==> config.mk <==
export PLATFORM = sky130hd
export DESIGN_NAME = accum_ctrl
export DESIGN_NICKNAME = d
export VERILOG_FILES = /design/src/rtl/accum_ctrl_pkg.sv /design/src/rtl/accum_ctrl.sv
export SDC_FILE = /design/constraint.sdc
export NUM_CORES = 1
export LEC_CHECK = 0
export BUFFER_PORTS_ARGS = -buffer_cell sky130_fd_sc_hd__clkbuf_2
export CAP_MARGIN = 20
export CORE_MARGIN = 3
export CORE_UTILIZATION = 48
export CTS_CLUSTER_SIZE = 28
export DETAILED_ROUTE_END_ITERATION = 16
export PLACE_DENSITY_LB_ADDON = 0.15
export SETUP_SLACK_MARGIN = 0.2
export SLEW_MARGIN = 20
export SYNTH_ARGS = -nofsm -noshare
export SYNTH_HDL_FRONTEND = slang
export SYNTH_SLANG_ARGS = --single-unit
export TNS_END_PERCENT = 10
==> constraint.sdc <==
create_clock -name clk -period 10.2 [get_ports clk]
set_clock_uncertainty 0.15 [all_clocks]
set_input_delay 2.55 -clock clk [delete_from_list [all_inputs] [get_ports clk]]
set_output_delay 2.55 -clock clk [all_outputs]
set_load 0.005 [all_outputs]
==> src/rtl/accum_ctrl_pkg.sv <==
// Shared types and defaults for the accumulator run controller.
package accum_ctrl_pkg;

  typedef enum logic [1:0] {
    ST_IDLE  = 2'd0,
    ST_CLEAR = 2'd1,
    ST_RUN   = 2'd2,
    ST_DONE  = 2'd3
  } state_t;

  localparam int DEF_STEP  = 5;
  localparam int DEF_W     = 16;
  localparam int STEPS_W   = 14;
  localparam logic [STEPS_W-1:0] STEPS_MAX = '1;

endpackage

==> src/rtl/accum_ctrl.sv <==
// Run controller for an external accumulator C <= C+STEP / C <= 0.
// Clears the accumulator, then enables it every cycle the next increment
// still fits under the latched target, and parks in DONE.
module accum_ctrl
  import accum_ctrl_pkg::*;
#(
  parameter int STEP = DEF_STEP,
  parameter int W    = DEF_W
) (
  input  logic               clk,
  input  logic               rst,
  input  logic               start,
  input  logic               abort,
  input  logic [W-1:0]       target,
  input  logic [W-1:0]       C,
  output logic               Conen,
  output logic               Conclr,
  output logic               busy,
  output logic               done,
  output logic [STEPS_W-1:0] steps
);

  state_t             r_state;
  state_t             w_next;
  logic [W-1:0]       r_tgt;
  logic [STEPS_W-1:0] r_steps;

  logic [W:0]         w_sum;
  logic               w_fits;
  logic               w_accept;
  logic               w_clr_steps;

  // One extra bit so C+STEP near the top of the range cannot wrap.
  assign w_sum  = {1'b0, C} + (W+1)'(STEP);
  assign w_fits = (w_sum <= {1'b0, r_tgt});

  // A start is only heard while parked; abort always wins.
  assign w_accept = ((r_state == ST_IDLE) || (r_state == ST_DONE)) && start && !abort;

  // Steps restart with the clear cycle unless that cycle is being aborted.
  assign w_clr_steps = (r_state == ST_CLEAR) && !abort;

  assign steps = r_steps;

  // Next-state and outputs; reset forces a clear pulse with everything else low.
  always_comb begin
    w_next = r_state;
    Conen  = 1'b0;
    Conclr = 1'b0;
    busy   = 1'b0;
    done   = 1'b0;
    if (rst) begin
      Conclr = 1'b1;
      w_next = ST_IDLE;
    end else begin
      unique case (r_state)
        ST_IDLE: begin
          if (w_accept) w_next = ST_CLEAR;
        end
        ST_CLEAR: begin
          busy = 1'b1;
          if (abort) begin
            // Aborted runs leave C untouched.
            w_next = ST_IDLE;
          end else begin
            Conclr = 1'b1;
            w_next = ST_RUN;
          end
        end
        ST_RUN: begin
          busy = 1'b1;
          if (abort)       w_next = ST_IDLE;
          else if (w_fits) Conen  = 1'b1;
          else             w_next = ST_DONE;
        end
        ST_DONE: begin
          done = 1'b1;
          if (abort)         w_next = ST_IDLE;
          else if (w_accept) w_next = ST_CLEAR;
        end
        default: w_next = ST_IDLE;
      endcase
    end
  end

  // State, latched target and saturating enable-cycle counter.
  always_ff @(posedge clk) begin
    if (rst) begin
      r_state <= ST_IDLE;
      r_tgt   <= '0;
      r_steps <= '0;
    end else begin
      r_state <= w_next;
      if (w_accept) r_tgt <= target;
      if (w_clr_steps)
        r_steps <= '0;
      else if (Conen && (r_steps != STEPS_MAX))
        r_steps <= r_steps + 1'b1;
    end
  end

endmodule

==> out/results.txt, run 1 <==
Detailed Routing Iterations Pass 1 - 4
min-delay worst type - flop to flop
post-cts resize count - 0
Worst VDD drop - 72.2 uV
chip height - 72.5 um
final hold violation count - 0
Root Buffer Master - clkbuf_8
Worst-Skew Late Latency - 0.29 ns
clock sink count - 32
Reg2Reg Setup Slack - 7.58 ns
DRC - 0
largest net degree at the start of global routing - 26
routed length per instance - 12.4 um
final setup fails - 0
min-delay src - r_tgt[13]
Yosys top cell by area - dfxtp_1
Reg-to-Reg Start - r_tgt[3]
Worst Path Arrival - 5.10 ns
final instance area - 2520 um^2
Post-synth top cells - 44 x nand2_1, 32 x a21oi_1, 32 x dfxtp_1
Ys Warns - 0
mapped cell area - 2120 um^2
die width - 72.5 um
antenna violations before repair - 0
RSZ-0062 raised after global routing - no
postcts setup bufs - 0
Setup TNS Final - 0 ns
Netlist cell types - 40
Ant. Diodes - 0
DP Wirelength - 3510 um
synthesized instance count - 270
post-synth top area share - 30.2%
first-pass GRT wire length - 7790 um
Worst Tran Pin Value - 0.752 ns
total track usage - 18.4%
placed cell area - 2410 um^2
final slew viol count - 0
period utilisation layout - 76.5%
antenna-violating nets left - 0
Clk pin slew, worst setup/hold paths - 0.07 ns
CTS max path bufs - 2
routed wire length - 4610 um
core box area - 4140 um^2
initial drt markers - 82
maxcap violations - 0
CTS tree - yes
Nets - 379
Pwr Density - 119 nW/um^2
crit-path max FO - 7
Final Core Density - 60.8%
FMAX - 128 MHz
number of global-route vias before repair - 1822
Placer Congestion - 0.855
slew margin rel. - 49.7%
Main synth FF type - dfxtp_1
post-synthesis area per instance - 7.86 um^2
share of cells above drive strength 1 - 21.4%
Async SR Flop Fraction - 0%
worst endpoint required time - 7.50 ns
Setup crit start - C[4]
most frequent cell after synthesis - nand2_1
fill count - 386
GRT overflow - 0
DR vias - 1950
Hold Buf Count CTS - 0
DR vias/cell - 5.24
Lkg Pwr - 1.05 nW
num rows - 23
dominant cells by area after synthesis - dfxtp_1 30%, ha_1 13%, nand2_1 7.8%, a21oi_1 7.5%, xnor2_1 4.9%
startpoint types - input port
I/O pins - 54
Die Area - 5260 um^2
input/output buffers - 53
synthesis-to-finish area growth - 18.7%
initial core utilization - 51.2%
CP endpoint kind - output port
synthesis-stage register bit count - 32
total CTS buffers - 5
post-route minimum period - 7.80 ns
sequential share of the synthesized area - 30.2%
status - completed
H-tree depth - 2
crit path kind - input port to output port
Synth Net Count - 328
number of synthesized flops with an enable pin - 0
==> placed cells by master (no fill, tap or decap), types with 2 or more instances in the layout <==
cell type,n
nand4_1,9
dfxtp_1,32
a21oi_1,32
o211ai_1,3
or4_1,2
nor2_1,15
clkbuf_2,53
nand3_1,13
xor2_1,5
clkbuf_8,5
xnor2_1,12
or3_1,7
and2_1,2
o21ai_1,3
nor2b_1,2
a211oi_1,2
ha_1,22
o21ai_0,7
and3_1,4
inv_1,21
nor3_1,2
nand2_1,44
a21o_1,5
and3_4,2
==> per-stage QoR <==
step,hold slack [ns],setup WS [ns],instances,power [mW]
floorplan,0.286,2.94,270,0.165
global placement,0.293,2.49,364,0.182
detailed placement,0.299,2.48,364,0.182
CTS,0.309,2.44,372,0.304
global route,0.324,2.19,372,0.316
finish,0.307,2.40,372,0.301
==> flip-flops by register name, indices dropped and copies added (netlist names) <==
signal / cells
r_state: 2
r_tgt: 16
steps: 14
==> power breakdown <==
group / internal, mW / total (mW) / leakage [nW] / switching, mW
Clock: 0.0725 / 0.122 / 0.0552 / 0.0490
Combinational: 0.0209 / 0.0489 / 0.739 / 0.0280
Sequential: 0.128 / 0.130 / 0.260 / 0.00185
Total: 0.222 / 0.301 / 1.05 / 0.0788
==> worst max-delay path, cell delays in order <==
cell and delay, ns:
clkbuf_2 0.12, nand4_1 0.12, or2_1 0.25, nor2_1 0.25, nand3_1 0.14, xnor2_1 0.19, ha_1 0.27, nand3_1 0.13
nor3_1 0.08, a21boi_1 0.16, o31ai_4 0.42, nand2_2 0.17, nor2_1 0.11, clkbuf_2 0.12
==> worst paths after layout <==
| check | endpoint | depth (start not counted) |
|---|---|---|
| max | Conen | 14 |
| min reg2reg | r_tgt[13] | 2 |
| max reg2reg | steps[10] | 9 |
| min | r_tgt[13] | 2 |
==> layout make-up <==
cell class                 count  area (um^2)  area share [%]
clock buffer                   6         72.6            2.88
clock inverter                 2         35.0            1.39
inverter                      21         78.8            3.13
multi-input combinational    208         1370            54.2
sequential                    32          641            25.4
tap                           50         62.6            2.48
timing repair buffer          53          265            10.5
==> routing by layer <==
metal  part of all wire [%]  wire length, um  global-route usage, %
met3                    5.6              257                   3.60
met4                    1.1               49                   6.15
met2                     44             2040                   29.9
met1                     49             2260                   24.3
met5                      0                0                      0
==> kinds of logic (layout without fill, tap and decap cells) <==
kind of cell               after synthesis  in the layout  share of synthesized area, %
AOI/OAI and AO/OA                       59             59                          18.1
xor gates and xnor gates                17             17                          7.01
adders and majority gates               22             22                          13.0
buffers and inverters                   30             82                          5.48
DFF                                     32             32                          30.2
muxes                                    1              1                         0.471
and+or+nand+nor                        109            109                          25.8
(Power assumes the default switching activity.)
==> run 2, diff against run 1 <==
Clock period 10.2 ns to 7.35 ns, I/O delays scaled along.
==> out/results.txt, run 2 (synthesis gave the netlist of run 1 again) <==
I/O pins - 54
synthesis-to-finish area growth - 18.7%
Clk pin slew, worst setup/hold paths - 0.07 ns
FMAX - 158 MHz
Net Switching - 110 uW
final hold violation count - 0
num rows - 23
power share of the clock group - 40.5%
routed wire length - 4620 um
Largest register FFs - 16
worst endpoint required time - 5.36 ns
Detailed Routing Iterations Pass 1 - 4
status - completed
Worst-Skew Late Latency - 0.29 ns
CTS max path bufs - 2
antenna-violating nets left - 0
Hold WS - 0.307 ns
Root Buffer Master - clkbuf_8
CTS tree - yes
startpoint types - input port
CP max-delay cell - o31ai_4
antenna violations before repair - 0
crit path kind - input port to output port
post-cts resize count - 0
fill count - 384
total track usage - 18.3%
RSZ-0062 raised after global routing - no
Setup TNS Final - 0 ns
total CTS buffers - 5
crit-path max FO - 7
maxcap violations - 0
input/output buffers - 53
core box area - 4140 um^2
Reg power frac - 43.2%
post-route minimum period - 6.33 ns
Reg with most FFs - r_tgt
first-pass GRT wire length - 7780 um
CP cell instances - clkbuf_2 > nand4_1 > or2_1 > nor2_1 > nand3_1 > xnor2_1 > ha_1 > nand3_1 > nor3_1 > a21boi_1 > o31ai_4 > nand2_2 > nor2_1 > clkbuf_2
Cell Int Power - 308 uW
Switching Share - 26.4%
CP endpoint kind - output port
routed length per instance - 12.4 um
DR vias - 1965
die width - 72.5 um
CP max stage delay - 0.41 ns
DR vias/cell - 5.28
CP bufs+invs - 2
DRC - 0
H-tree depth - 2
chip height - 72.5 um
Worst VDD drop - 107 uV
clock sink count - 32
final slew viol count - 0
Worst Tran Pin Value - 0.745 ns
Nets - 379
Ant. Diodes - 0
GRT overflow - 0
largest net degree at the start of global routing - 26
share of cells above drive strength 1 - 21.4%
period utilisation layout - 86.1%
Placer Congestion - 0.855
Die Area - 5260 um^2
Worst Path Arrival - 4.34 ns
initial drt markers - 64
Final Core Density - 60.8%
slew margin rel. - 50.2%
Lkg Pwr - 1.05 nW
initial core utilization - 51.2%
Hold Buf Count CTS - 0
Pwr Density - 166 nW/um^2
crit-path leading delay family - simple AND/OR/NAND/NOR gates
min-delay worst type - flop to flop
Gate power share - 16.3%
postcts setup bufs - 0
number of global-route vias before repair - 1845
most common cell after layout, fill and taps aside - clkbuf_2
final setup fails - 0
DP Wirelength - 3560 um
commonest cells after routing, fill and taps aside - 53 x clkbuf_2, 44 x nand2_1, 32 x a21oi_1, 32 x dfxtp_1, 22 x ha_1
## run 2: cell counts in the layout (fill, tap and decap cells not counted)
No cell type changed its count.
## run 2: worst min-delay path: cells and delay by family (launching register included)
family | cells | cell delay (ns)
AOI/OAI and AO/OA | 1 | 0.05
DFF | 1 | 0.31
and+or+nand+nor | 1 | 0.05
## run 2: power by group through the flow
stage	Combinational [mW]	Clock (mW)	Sequential, mW
global placement	0.0673	0	0.185
detailed placement	0.0680	0	0.185
global route	0.0784	0.180	0.181
CTS	0.0687	0.172	0.181
floorplan	0.0450	0	0.184
finish	0.0681	0.170	0.181
## run 2: per-stage QoR
| step | cell area (um^2) | worst slack (ns) | std cells | total power, mW |
|---|---|---|---|---|
| after CTS | 2520 | 1.03 | 372 | 0.422 |
| final | 2520 | 1.02 | 372 | 0.419 |
| after floorplan | 2120 | 1.52 | 270 | 0.229 |
| after global routing | 2520 | 0.740 | 372 | 0.439 |
| after global placement | 2410 | 1.07 | 364 | 0.252 |
| after detailed placement | 2410 | 1.06 | 364 | 0.253 |
## run 2: final timing paths
kind / startpoint / endpoint / slack, ns / cells after the start
worst max register to register: r_tgt[3] / steps[10] / 4.74 / 9
worst min register to register: r_tgt[8] / r_tgt[8] / 0.31 / 2
worst max-delay path: C[4] / Conen / 1.02 / 14
worst min-delay path: r_tgt[8] / r_tgt[8] / 0.31 / 2
## run 2: metal layers
layer  track usage (%)  up-vias  wire, um
met3              4.85        2       276
met5                 0        -         0
li1                  -     1035         -
met2              30.8       42      2080
met4              4.30        0        21
met1              23.3      886      2240
## run 2: final cells by class
type | instances | area [um^2] | share of cell area [%]
clock inverters | 2 | 35.0 | 1.39
inverters | 21 | 78.8 | 3.13
multi-input cells | 208 | 1370 | 54.2
repair buffers | 53 | 265 | 10.5
well taps | 50 | 62.6 | 2.48
flip-flops and latches | 32 | 641 | 25.4
clock buffers | 6 | 72.6 | 2.88
